**config.mk**
```make
export PLATFORM = sky130hd
export DESIGN_NAME = sprite_fb_writer
export DESIGN_NICKNAME = d
export VERILOG_FILES = /design/src/rtl/sprite_fb_writer.sv
export SDC_FILE = /design/constraint.sdc
export NUM_CORES = 1
export LEC_CHECK = 0
export BUFFER_PORTS_ARGS = -buffer_cell sky130_fd_sc_hd__buf_2
export CAP_MARGIN = 10
export CORE_MARGIN = 2
export CORE_UTILIZATION = 45
export CTS_BUF_LIST = sky130_fd_sc_hd__clkbuf_4 sky130_fd_sc_hd__clkbuf_8
export DETAILED_ROUTE_END_ITERATION = 10
export SLEW_MARGIN = 25
export SYNTH_ARGS = -nofsm -noshare
export SYNTH_HDL_FRONTEND = slang
export SYNTH_SLANG_ARGS = --single-unit
```
**constraint.sdc**
```tcl
create_clock -name Clk -period 3.15 [get_ports Clk]
set_clock_uncertainty 0.1 [all_clocks]
set_input_delay 0.315 -clock Clk [delete_from_list [all_inputs] [get_ports Clk]]
set_output_delay 0.315 -clock Clk [all_outputs]
set_load 0.05 [all_outputs]
```
**src/rtl/sprite_fb_writer.sv**
```systemverilog
// sprite_fb_writer: frame-buffer write side of the sprite pipeline.
// Pixel stream -> screen address -> FIFO -> 3-phase SRAM write.
module sprite_fb_writer #(
   parameter int SCREEN_W    = 320,
   parameter int SCREEN_H    = 240,
   parameter int ADDR_W      = 17,
   parameter int COLOR_W     = 4,
   parameter int TRANSPARENT = 0,
   parameter int FIFO_DEPTH  = 4
) (
   input  logic               Clk,
   input  logic               Reset,
   input  logic               start,
   input  logic [8:0]         org_x,
   input  logic [7:0]         org_y,
   input  logic               pix_valid,
   input  logic [3:0]         pix_x,
   input  logic [3:0]         pix_y,
   input  logic [COLOR_W-1:0] pix_color,
   input  logic               pix_last,
   output logic [ADDR_W-1:0]  fb_addr,
   output logic [COLOR_W-1:0] fb_wdata,
   output logic               fb_ce_n,
   output logic               fb_we_n,
   output logic               busy,
   output logic               done,
   output logic               overflow
);

   localparam int PTR_W = $clog2(FIFO_DEPTH);
   localparam int ENT_W = ADDR_W + COLOR_W + 2;

   localparam logic [1:0] ST_IDLE   = 2'd0;
   localparam logic [1:0] ST_SETUP  = 2'd1;
   localparam logic [1:0] ST_STROBE = 2'd2;
   localparam logic [1:0] ST_HOLD   = 2'd3;

   localparam logic [9:0] SW_LIM = 10'(SCREEN_W);
   localparam logic [8:0] SH_LIM = 9'(SCREEN_H);
   localparam logic [COLOR_W-1:0] TRANSP = COLOR_W'(TRANSPARENT);

   // control / origin
   logic               busy_q, busy_d;
   logic [8:0]         org_x_q, org_x_d;
   logic [7:0]         org_y_q, org_y_d;
   logic               done_q, done_d;
   logic               overflow_q, overflow_d;

   // stage 1
   logic               s1_valid_q, s1_valid_d;
   logic [9:0]         s1_sx_q, s1_sx_d;
   logic [8:0]         s1_sy_q, s1_sy_d;
   logic [COLOR_W-1:0] s1_color_q, s1_color_d;
   logic               s1_last_q, s1_last_d;

   // FIFO
   logic [ENT_W-1:0]   mem_q [FIFO_DEPTH];
   logic [ENT_W-1:0]   mem_d [FIFO_DEPTH];
   logic [PTR_W:0]     wr_ptr_q, wr_ptr_d;
   logic [PTR_W:0]     rd_ptr_q, rd_ptr_d;
   logic               empty, full, push, drop, pop;

   // stage 2 entry
   logic [ADDR_W-1:0]  ent_addr;
   logic               ent_skip;
   logic [ENT_W-1:0]   ent;

   // FIFO head fields
   logic [ENT_W-1:0]   head;
   logic [ADDR_W-1:0]  head_addr;
   logic [COLOR_W-1:0] head_color;
   logic               head_last;
   logic               head_skip;

   // write FSM
   logic [1:0]         state_q, state_d;
   logic               cur_last_q, cur_last_d;
   logic [ADDR_W-1:0]  fb_addr_q, fb_addr_d;
   logic [COLOR_W-1:0] fb_wdata_q, fb_wdata_d;
   logic               retire_last;

   assign empty = (wr_ptr_q == rd_ptr_q);
   assign full  = (wr_ptr_q[PTR_W] != rd_ptr_q[PTR_W]) &&
                  (wr_ptr_q[PTR_W-1:0] == rd_ptr_q[PTR_W-1:0]);

   assign head       = mem_q[rd_ptr_q[PTR_W-1:0]];
   assign head_addr  = head[ENT_W-1 -: ADDR_W];
   assign head_color = head[COLOR_W+1:2];
   assign head_last  = head[1];
   assign head_skip  = head[0];

   // start / busy / done / overflow bookkeeping
   always_comb begin
      busy_d     = busy_q;
      org_x_d    = org_x_q;
      org_y_d    = org_y_q;
      overflow_d = overflow_q;
      done_d     = retire_last;
      if (start && !busy_q) begin
         busy_d     = 1'b1;
         org_x_d    = org_x;
         org_y_d    = org_y;
         overflow_d = 1'b0;
      end else if (retire_last) begin
         busy_d = 1'b0;
      end
      if (drop)
         overflow_d = 1'b1;
   end

   // stage 1: origin-relative to screen coordinates
   always_comb begin
      s1_valid_d = pix_valid && busy_q;
      s1_sx_d    = s1_sx_q;
      s1_sy_d    = s1_sy_q;
      s1_color_d = s1_color_q;
      s1_last_d  = s1_last_q;
      if (pix_valid && busy_q) begin
         s1_sx_d    = 10'(org_x_q) + 10'(pix_x);
         s1_sy_d    = 9'(org_y_q) + 9'(pix_y);
         s1_color_d = pix_color;
         s1_last_d  = pix_last;
      end
   end

   // stage 2: linear address and skip flag for the FIFO entry
   always_comb begin
      ent_addr = ADDR_W'(32'(s1_sy_q) * 32'(SCREEN_W)
                         + 32'(s1_sx_q));
      ent_skip = (s1_color_q == TRANSP) ||
                 (s1_sx_q >= SW_LIM) ||
                 (s1_sy_q >= SH_LIM);
      ent      = {ent_addr, s1_color_q, s1_last_q, ent_skip};
   end

   // FIFO push/pop; a pop this cycle frees room for a push
   always_comb begin
      mem_d    = mem_q;
      wr_ptr_d = wr_ptr_q;
      rd_ptr_d = rd_ptr_q;
      push     = s1_valid_q && (!full || pop);
      drop     = s1_valid_q && full && !pop;
      if (push) begin
         mem_d[wr_ptr_q[PTR_W-1:0]] = ent;
         wr_ptr_d = wr_ptr_q + 1'b1;
      end
      if (pop)
         rd_ptr_d = rd_ptr_q + 1'b1;
   end

   // write FSM: pop in IDLE/HOLD, then SETUP -> STROBE -> HOLD
   always_comb begin
      state_d     = state_q;
      cur_last_d  = cur_last_q;
      fb_addr_d   = fb_addr_q;
      fb_wdata_d  = fb_wdata_q;
      pop         = 1'b0;
      retire_last = 1'b0;
      case (state_q)
         ST_SETUP:  state_d = ST_STROBE;
         ST_STROBE: state_d = ST_HOLD;
         default: begin
            if (state_q == ST_HOLD && cur_last_q)
               retire_last = 1'b1;
            cur_last_d = 1'b0;
            state_d    = ST_IDLE;
            if (!empty) begin
               pop = 1'b1;
               if (head_skip) begin
                  if (head_last)
                     retire_last = 1'b1;
               end else begin
                  state_d    = ST_SETUP;
                  cur_last_d = head_last;
                  fb_addr_d  = head_addr;
                  fb_wdata_d = head_color;
               end
            end
         end
      endcase
   end

   // state registers with synchronous reset
   always_ff @(posedge Clk) begin
      if (Reset) begin
         busy_q     <= 1'b0;
         org_x_q    <= '0;
         org_y_q    <= '0;
         done_q     <= 1'b0;
         overflow_q <= 1'b0;
         s1_valid_q <= 1'b0;
         s1_sx_q    <= '0;
         s1_sy_q    <= '0;
         s1_color_q <= '0;
         s1_last_q  <= 1'b0;
         for (int i = 0; i < FIFO_DEPTH; i++)
            mem_q[i] <= '0;
         wr_ptr_q   <= '0;
         rd_ptr_q   <= '0;
         state_q    <= ST_IDLE;
         cur_last_q <= 1'b0;
         fb_addr_q  <= '0;
         fb_wdata_q <= '0;
      end else begin
         busy_q     <= busy_d;
         org_x_q    <= org_x_d;
         org_y_q    <= org_y_d;
         done_q     <= done_d;
         overflow_q <= overflow_d;
         s1_valid_q <= s1_valid_d;
         s1_sx_q    <= s1_sx_d;
         s1_sy_q    <= s1_sy_d;
         s1_color_q <= s1_color_d;
         s1_last_q  <= s1_last_d;
         mem_q      <= mem_d;
         wr_ptr_q   <= wr_ptr_d;
         rd_ptr_q   <= rd_ptr_d;
         state_q    <= state_d;
         cur_last_q <= cur_last_d;
         fb_addr_q  <= fb_addr_d;
         fb_wdata_q <= fb_wdata_d;
      end
   end

   assign fb_addr  = fb_addr_q;
   assign fb_wdata = fb_wdata_q;
   assign fb_ce_n  = (state_q == ST_IDLE);
   assign fb_we_n  = (state_q != ST_STROBE);
   assign busy     = busy_q;
   assign done     = done_q;
   assign overflow = overflow_q;

endmodule

```
# ---- Word-level counts from Yosys, hierarchy flattened
# Index checks and enable logic that the tools add are counted.
dict set report totals {
  out_inout_bits 26
  elab_cells 85
  ff_bits 167
}
dict set report classes {
  mux 22
  n_eq_ne 7
  n_lt_le_gt_ge 5
  n_reduce_logical 20
  n_bitwise 5
  n_mul 1
  n_addsub 5
}
# cell count
set op_table {}
lappend op_table {{92-bit bitwise mux} 1}
lappend op_table {{23-bit two-way mux} 3}
lappend op_table {{23-bit binary-select mux with 2-bit select} 1}
lappend op_table {{23-bit demux with 2-bit select} 1}
lappend op_table {{17-bit by 10-bit adder with 17-bit output} 1}
lappend op_table {{1-bit two-way mux} 15}
lappend op_table {{9-bit by 3-bit multiplier with 11-bit output, second input constant} 1}
lappend op_table {{9-bit by 4-bit adder with 10-bit output} 1}
lappend op_table {{10-bit by 9-bit greater-or-equal comparator with 1-bit output, second input constant} 1}
lappend op_table {{8-bit by 4-bit adder with 9-bit output} 1}
lappend op_table {{9-bit by 8-bit greater-or-equal comparator with 1-bit output, second input constant} 1}
lappend op_table {{1-bit logical AND} 8}
lappend op_table {{3-bit by 1-bit adder with 3-bit output, second input constant} 2}
lappend op_table {{3-bit greater-or-equal comparator, second input constant} 2}
lappend op_table {{2-bit NOT with 3-bit output} 2}
lappend op_table {{2-bit == test, second input constant} 2}
lappend op_table {{4-bit zero test} 1}
lappend op_table {{2-bit case mux with 2 select lines} 1}
lappend op_table {{2-bit nonzero test} 2}
lappend op_table {{3-bit == test} 1}
lappend op_table {{1-bit zero test} 3}
lappend op_table {{1-bit logical OR} 3}
lappend op_table {{3-bit by 1-bit < comparator with 1-bit output, second input constant} 1}
lappend op_table {{1-bit NOT} 3}
lappend op_table {{7 further kinds} 7}

# ---- Logic depth before layout (Yosys ltp)
# Gate-level depths: netlist of run 1.
dict set report depth {
  depth_word 10
  mapped_depth 10
}

# ---- Least setup slack after synthesis of run 1
# OpenSTA, ideal clock, no wires.
dict set report synth_path {
  kind {reg2reg}
  start {register s1_sy_q[1]}
  end {register mem_q[90] (netlist name)}
  period_less_slack_ps 2828
  stages_incl_launch_ff 9
  setup_slack_ps 322
  arrival_time_ps 2640
  t_required_ps 2962
  setup_time_ps 88
  path_cell_list {dfxtp_1 > ha_1 > ha_1 > fa_1 > a211oi_1 > nor4b_1 > or3_4 > or3_4 > a311oi_2}
}
dict set report synth_between {
  elab_chain_cells 3
}
# item line
set synth_lines {}
lappend synth_lines {{start: declaration} 52} ;# logic [8:0] s1_sy_q, s1_sy_d;
lappend synth_lines {{start signal: assignment} 212} ;# s1_sy_q <= s1_sy_d;
lappend synth_lines {{9-bit by 3-bit multiplier with 11-bit output} 128} ;# ent_addr = ADDR_W'(32'(s1_sy_q) * 32'(SCREEN_W)
lappend synth_lines {{17-bit by 10-bit adder with 17-bit output} 129} ;# + 32'(s1_sx_q));
lappend synth_lines {{92-bit bitwise mux} 144} ;# mem_d[wr_ptr_q[PTR_W-1:0]] = ent;
lappend synth_lines {{end signal: assignment} 215} ;# mem_q <= mem_d;
lappend synth_lines {{end: declaration} 57} ;# logic [ENT_W-1:0] mem_q [FIFO_DEPTH];
# Every way passes these cells.
# A chain may end at the register's enable or synchronous reset.

# ---- Final worst setup path of run 1
dict set report layout_path {
  start {register s1_sy_q[1]}
  end {register mem_q[67] (netlist name)}
}
# The elaborated chain is that of the path after synthesis.

==> results of run 1 <==
[worst min-delay path: stages]
cell and delay (ns):
buf_2 0.11, nand2_1 0.05, a21oi_1 0.05
[path summary, 6_finish.rpt]
| kind | slack (ns) | endpoint |
|---|---|---|
| worst max register to register | 0.21 | mem_q[67]$_SDFFE_PP0P_ |
| worst max-delay path | 0.21 | mem_q[67]$_SDFFE_PP0P_ |
| worst min register to register | 0.36 | mem_q[37]$_SDFFE_PP0P_ |
| worst min-delay path | 0.02 | s1_color_q[3]$_SDFFE_PP0P_ |
[repair_timing]
action | in CTS | in global routing
endpoints found under the hold margin | 21 | 0
gates resized for setup | 0 | 1
setup endpoints to repair | 0 | 8
hold buffers | 21 | 0
[sequential cells by signal, indices dropped and copies added, names as in the netlist, 4 cells and up]
name,flops
fb_addr,17
fb_wdata,4
mem_q,92
org_x_q,9
org_y_q,8
s1_color_q,4
s1_sx_q,10
s1_sy_q,9
[routing by layer]
metal,vias to the layer above,part of all wire [%],track usage (%)
li1,3112,-,-
met1,2801,50,29.56
met2,109,46,31.72
met3,12,3.5,3.477
met4,0,0.87,5.497
met5,-,0,0
[cell families after synthesis]
group	count (synthesis)	share of synthesized area, %
DFF	167	43.77
buffers and inverters	74	4.029
AOI/OAI and AO/OA	183	13.91
and+or+nand+nor	335	18.94
adders and majority gates	38	6.618
xor gates and xnor gates	26	3.080
muxes	45	9.664
[Yosys cell counts, types with 6 or more instances]
master	number	area (sq um)
ha_1	34	425.4
mux2i_1	22	220.2
and3_1	6	37.54
nor2_1	74	277.8
dfxtp_1	167	3343
xor2_1	10	87.58
nand2_1	199	747.0
nand3_1	16	80.08
o21ai_0	21	105.1
xnor2_1	15	131.4
buf_2	14	70.07
clkbuf_1	29	108.9
mux4_2	23	518.0
inv_1	20	75.07
nor2b_1	8	50.05
a21oi_1	114	570.6
buf_1	7	26.28
a211oi_1	25	187.7
[through the flow]
step,cells,setup slack [ns]
4_1_cts,1168,0.1340
6_report,1168,0.2055
5_1_grt,1168,0.03668
2_1_floorplan,868,0.3221
3_5_place_dp,1115,0.1572
3_3_place_gp,1115,0.2600
[layout make-up]
type,instances,share of cell area [%]
Multi-Input combinational cell,627,45.33
Sequential cell,167,37.97
Timing Repair Buffer,102,7.926
Clock buffer,21,3.139
Tap cell,220,3.125
Clock inverter,11,1.662
Inverter,20,0.8523
[layout by cell type (no fill, tap or decap), types with 6 or more instances in the layout]
cell	instances
nor2b_1	8
mux2i_1	22
nand2_1	199
clkbuf_8	19
xor2_1	10
and3_1	6
xnor2_1	15
dlygate4sd3_1	21
nand3_1	16
buf_2	58
o21ai_0	21
a21oi_1	114
ha_1	34
dfxtp_1	166
inv_1	20
nor2_1	74
buf_4	21
mux4_2	23
a211oi_1	24
[power by group]
part           total (W)  switching, W  internal, W
sequential       0.00226     0.0000855      0.00217
clock            0.00161      0.000769     0.000845
combinational   0.000967      0.000560     0.000406
total            0.00484       0.00141      0.00342
==> results.yml, run 1 <==
hold_path:
  min_from: "pix_color[3]"
  hp-class: "primary input to flop"
  worstHoldPathCells: 3
timing:
  rsz0062_at_grt: "false"
  hold_violations: 0
  period_minus_slack_ns: 2.945
  slew_headroom_pct: 30.29
  hold-worst-slack_ns: 0.02285
  slew_violations: 0
  fmax_mhz: 339.6
  timing.setup.tns_ns: 0
  setup_viol: 0
  worst_pin_slew_ns: 1.031
  fin_crit_sh_pct: 93.48
logic_synthesis:
  async_flop_share_pct: 0
  syn_inst: 868
  ys_ff_latch: 167
  ys_warn_count: 0
  synth_top_flop_cell: "dfxtp_1"
  ys_seq_area_share_pct: 43.77
  synth_area_sq_um: 7639
  synth.distinct_cells: 47
  synth_edf_count: 0
  syn_nets: 940
  avgSynthCellArea_sq_um: 8.800
setup_path:
  crit_path_frequent_cell: "ha_1"
  crit_type: "flop to flop"
  r2r_start: "s1_sy_q[1]$_SDFFE_PP0P_"
  critPathCaptureType: "flop"
  required_ns: 3.36
  critPathBufInv: 0
  reg2reg_depth: 9
  startpoint_type: "flop"
  critPathMaxFanout: 4
  cp_top_family: "adder cells"
  slowest_stage: "fa_1"
  cp.arrival_ns: 3.16
  startpoint: "s1_sy_q[1]$_SDFFE_PP0P_"
  slowest_delay_ns: 0.46
  cp.depth: 9
  crit_chain: "ha_1 > ha_1 > fa_1 > xor2_2 > nand2_2 > nor4b_4 > nand3_1 > o21ai_0 > a311oi_1"
detailed_routing:
  drt_iter0_drc: 337
  drc: 0
  routed_wl_microns: 17680
  dr.pass1.iters: 4
  post_drt_wl_per_cell_microns: 15.13
  vias: 6034
  via_per_inst: 5.166
  antenna_left: 0
cells_and_area:
  fin_nets: 1007
  n_fill_cell: 1598
  regArea_sq_um: 3344
  multiInputGateArea_sq_um: 3993
  area_growth_pct: 15.32
  fin_area_sq_um: 8808
  antenna_cells: 0
  drive_above_1_share_pct: 15.40
  fin_util_pct: 53.12
cts:
  cts_made_buffers: 17
  clock_latency_ns: 0.45
  cts.sinks: 167
  cts_setup_buffers: 0
  cts.clk_slew.worst_paths_ns: 0.09
  clock-root-buffer: "clkbuf_8"
  tritoncts: "built"
  cts_buffer_depth: 2
  htree_levels: 4
grt:
  grt_pass1_wl_microns: 29360
  first_global_vias: 5682
  gr-total-overflow: 0
  antenna_found_initial: 0
  grt_max_degree: 64
  grt_usage_pct: 20.47
power_and_ir_drop:
  ir_drop_mv: 0.3070
  p_leak_nw: 3.334
  p_total_w: 0.004835
  power.density_nw_per_um2: 548.9
floorplanning:
  rows: 47
  initial_utilization_pct: 46.06
  fp.dieW_microns: 134.3
  dieArea_sq_um: 18030
  die_h_microns: 134.3
  ios: 60
  core_area_sq_um: 16580
placed_design:
  io_buffers: 59
  place_congestion: 0.7412
  hpwl_microns: 11970
  placed_area_sq_um: 8170
outcome:
  outcome: "complete, no violations"
run:
  cap_viol_max_count: 0
No activity file was read; power rests on OpenSTA's default activity.
==> run 2, diff against run 1 <==
PLACE_DENSITY_LB_ADDON = 0.1   (was default)
SETUP_SLACK_MARGIN = 0.05   (was default)
==> results.yml, run 2 (synthesized netlist as in run 1, its figures left out) <==
outcome:
  outcome: "complete, no violations"
grt:
  grt_use_met2_pct: 34.55
  grt_pass1_wl_microns: 29950
  grtUsageMet1_pct: 27.99
  grt_max_degree: 72
  antenna_found_initial: 0
  grt_usage_pct: 21.05
  grt.busiest_layer: "met2"
  globalRouteMet3Util_pct: 3.704
  first_global_vias: 6026
  gr-total-overflow: 0
timing:
  period_minus_slack_ns: 2.897
  hold_violations: 0
  slew_headroom_pct: 50.80
  worst_pin_slew_ns: 0.7380
  timing.setup.tns_ns: 0
  fin_crit_sh_pct: 91.96
  setup_viol: 0
  rsz0062_at_grt: "false"
  hold-worst-slack_ns: 0.03507
  fmax_mhz: 345.2
  slew_violations: 0
cts:
  cts.clk_slew.worst_paths_ns: 0.09
  clock-root-buffer: "clkbuf_8"
  cts_buffer_depth: 2
  clock_latency_ns: 0.47
  cts.sinks: 167
  tritoncts: "built"
  htree_levels: 4
  cts_made_buffers: 17
placed_design:
  io_buffers: 59
  hpwl_microns: 12140
  place_congestion: 0.7829
detailed_routing:
  antenna_left: 0
  routed_wl_microns: 17930
  via_per_inst: 5.233
  vias: 6107
  dr.pass1.iters: 5
  post_drt_wl_per_cell_microns: 15.36
  drc: 0
  drt_iter0_drc: 304
power_and_ir_drop:
  p_leak_nw: 3.321
  ir_drop_mv: 0.4136
  power.density_nw_per_um2: 548.7
  p_total_w: 0.004817
floorplanning:
  initial_utilization_pct: 46.06
  die_h_microns: 134.3
  core_area_sq_um: 16580
  ios: 60
  fp.dieW_microns: 134.3
  rows: 47
  dieArea_sq_um: 18030
setup_path:
  critPathBufInv: 0
  critPathCaptureType: "flop"
  crit_chain: "ha_1 > ha_1 > fa_2 > a211oi_1 > nor4b_1 > or3_4 > or3_4 > a311oi_1"
  cp_top_family: "adder cells"
  startpoint: "s1_sy_q[1]$_SDFFE_PP0P_"
  startpoint_type: "flop"
  r2r_start: "s1_sy_q[1]$_SDFFE_PP0P_"
  crit_type: "flop to flop"
  critPathMaxFanout: 4
  slowest_delay_ns: 0.41
  cp.arrival_ns: 3.17
  slowest_stage: "dfxtp_1"
  required_ns: 3.43
cells_and_area:
  final_cell_mix: "199 x nand2_1, 167 x dfxtp_1, 114 x a21oi_1, 74 x nor2_1, 58 x buf_2"
  area_growth_pct: 14.94
  top_register: "mem_q"
  layout_commonest_cell: "nand2_1"
  n_fill_cell: 1597
  largest_reg_flops: 92
  antenna_cells: 0
  fin_nets: 1006
  drive_above_1_share_pct: 15.52
hold_path:
  min_from: "org_y[6]"
  hp-class: "primary input to flop"
run:
  cap_viol_max_count: 0
==> run 2: path summary, 6_finish.rpt <==
kind                              to  slack [ns]  depth (start not counted)
max           mem_q[21]$_SDFFE_PP0P_        0.25                          8
min          org_y_q[6]$_SDFFE_PP0P_        0.04                          3
max reg2reg   mem_q[21]$_SDFFE_PP0P_        0.25                          8
min reg2reg   mem_q[26]$_SDFFE_PP0P_        0.36                          2
==> run 2: where the power goes <==
part	total, W	leakage, nW	internal [W]	switching, W
clock network	0.00163	0.210	0.000802	0.000823
logic	0.000962	1.76	0.000386	0.000576
registers	0.00223	1.35	0.00217	0.0000608
==> run 2: repair_timing <==
action / CTS / global route
setup buffers: 0 / 0
hold buffers: 21 / 0
endpoints found under the setup margin: 0 / 12
gates resized for setup: 0 / 7
hold endpoints to repair: 21 / 0
==> run 2: area by class of cell <==
| type | instances | area [sq um] | area share (%) |
|---|---|---|---|
| clock buffers | 18 | 241.5 | 2.750 |
| clock inverters | 14 | 173.9 | 1.981 |
| inverters | 20 | 75.07 | 0.8551 |
| multi-input cells | 627 | 4005 | 45.62 |
| flip-flops and latches | 167 | 3343 | 38.08 |
| well taps | 220 | 275.3 | 3.135 |
| repair buffers | 101 | 665.6 | 7.582 |
==> run 2: metal layers <==
| layer | routed length [microns] | vias up | share of wire [%] |
|---|---|---|---|
| li1 | - | 3117 | - |
| met5 | 0 | - | 0 |
| met1 | 8508 | 2849 | 47 |
| met2 | 8475 | 122 | 47 |
| met3 | 692 | 19 | 3.9 |
| met4 | 249 | 0 | 1.4 |
==> run 2: metrics by stage <==
stage               setup WS (ns)  area, sq um  std cells  utilization (%)
floorplan                  0.3221         7639        868                -
global placement           0.2791         8137       1114            49.06
detailed placement         0.1592         8137       1114            49.06
CTS                        0.1342         8762       1167            52.84
global route              0.08575         8780       1167            52.94
finish                     0.2533         8780       1167            52.94
==> run 2: tightest hold or removal path, stage by stage <==
cell	delay [ns]
buf_2	0.10
nand2_1	0.08
a21oi_1	0.06
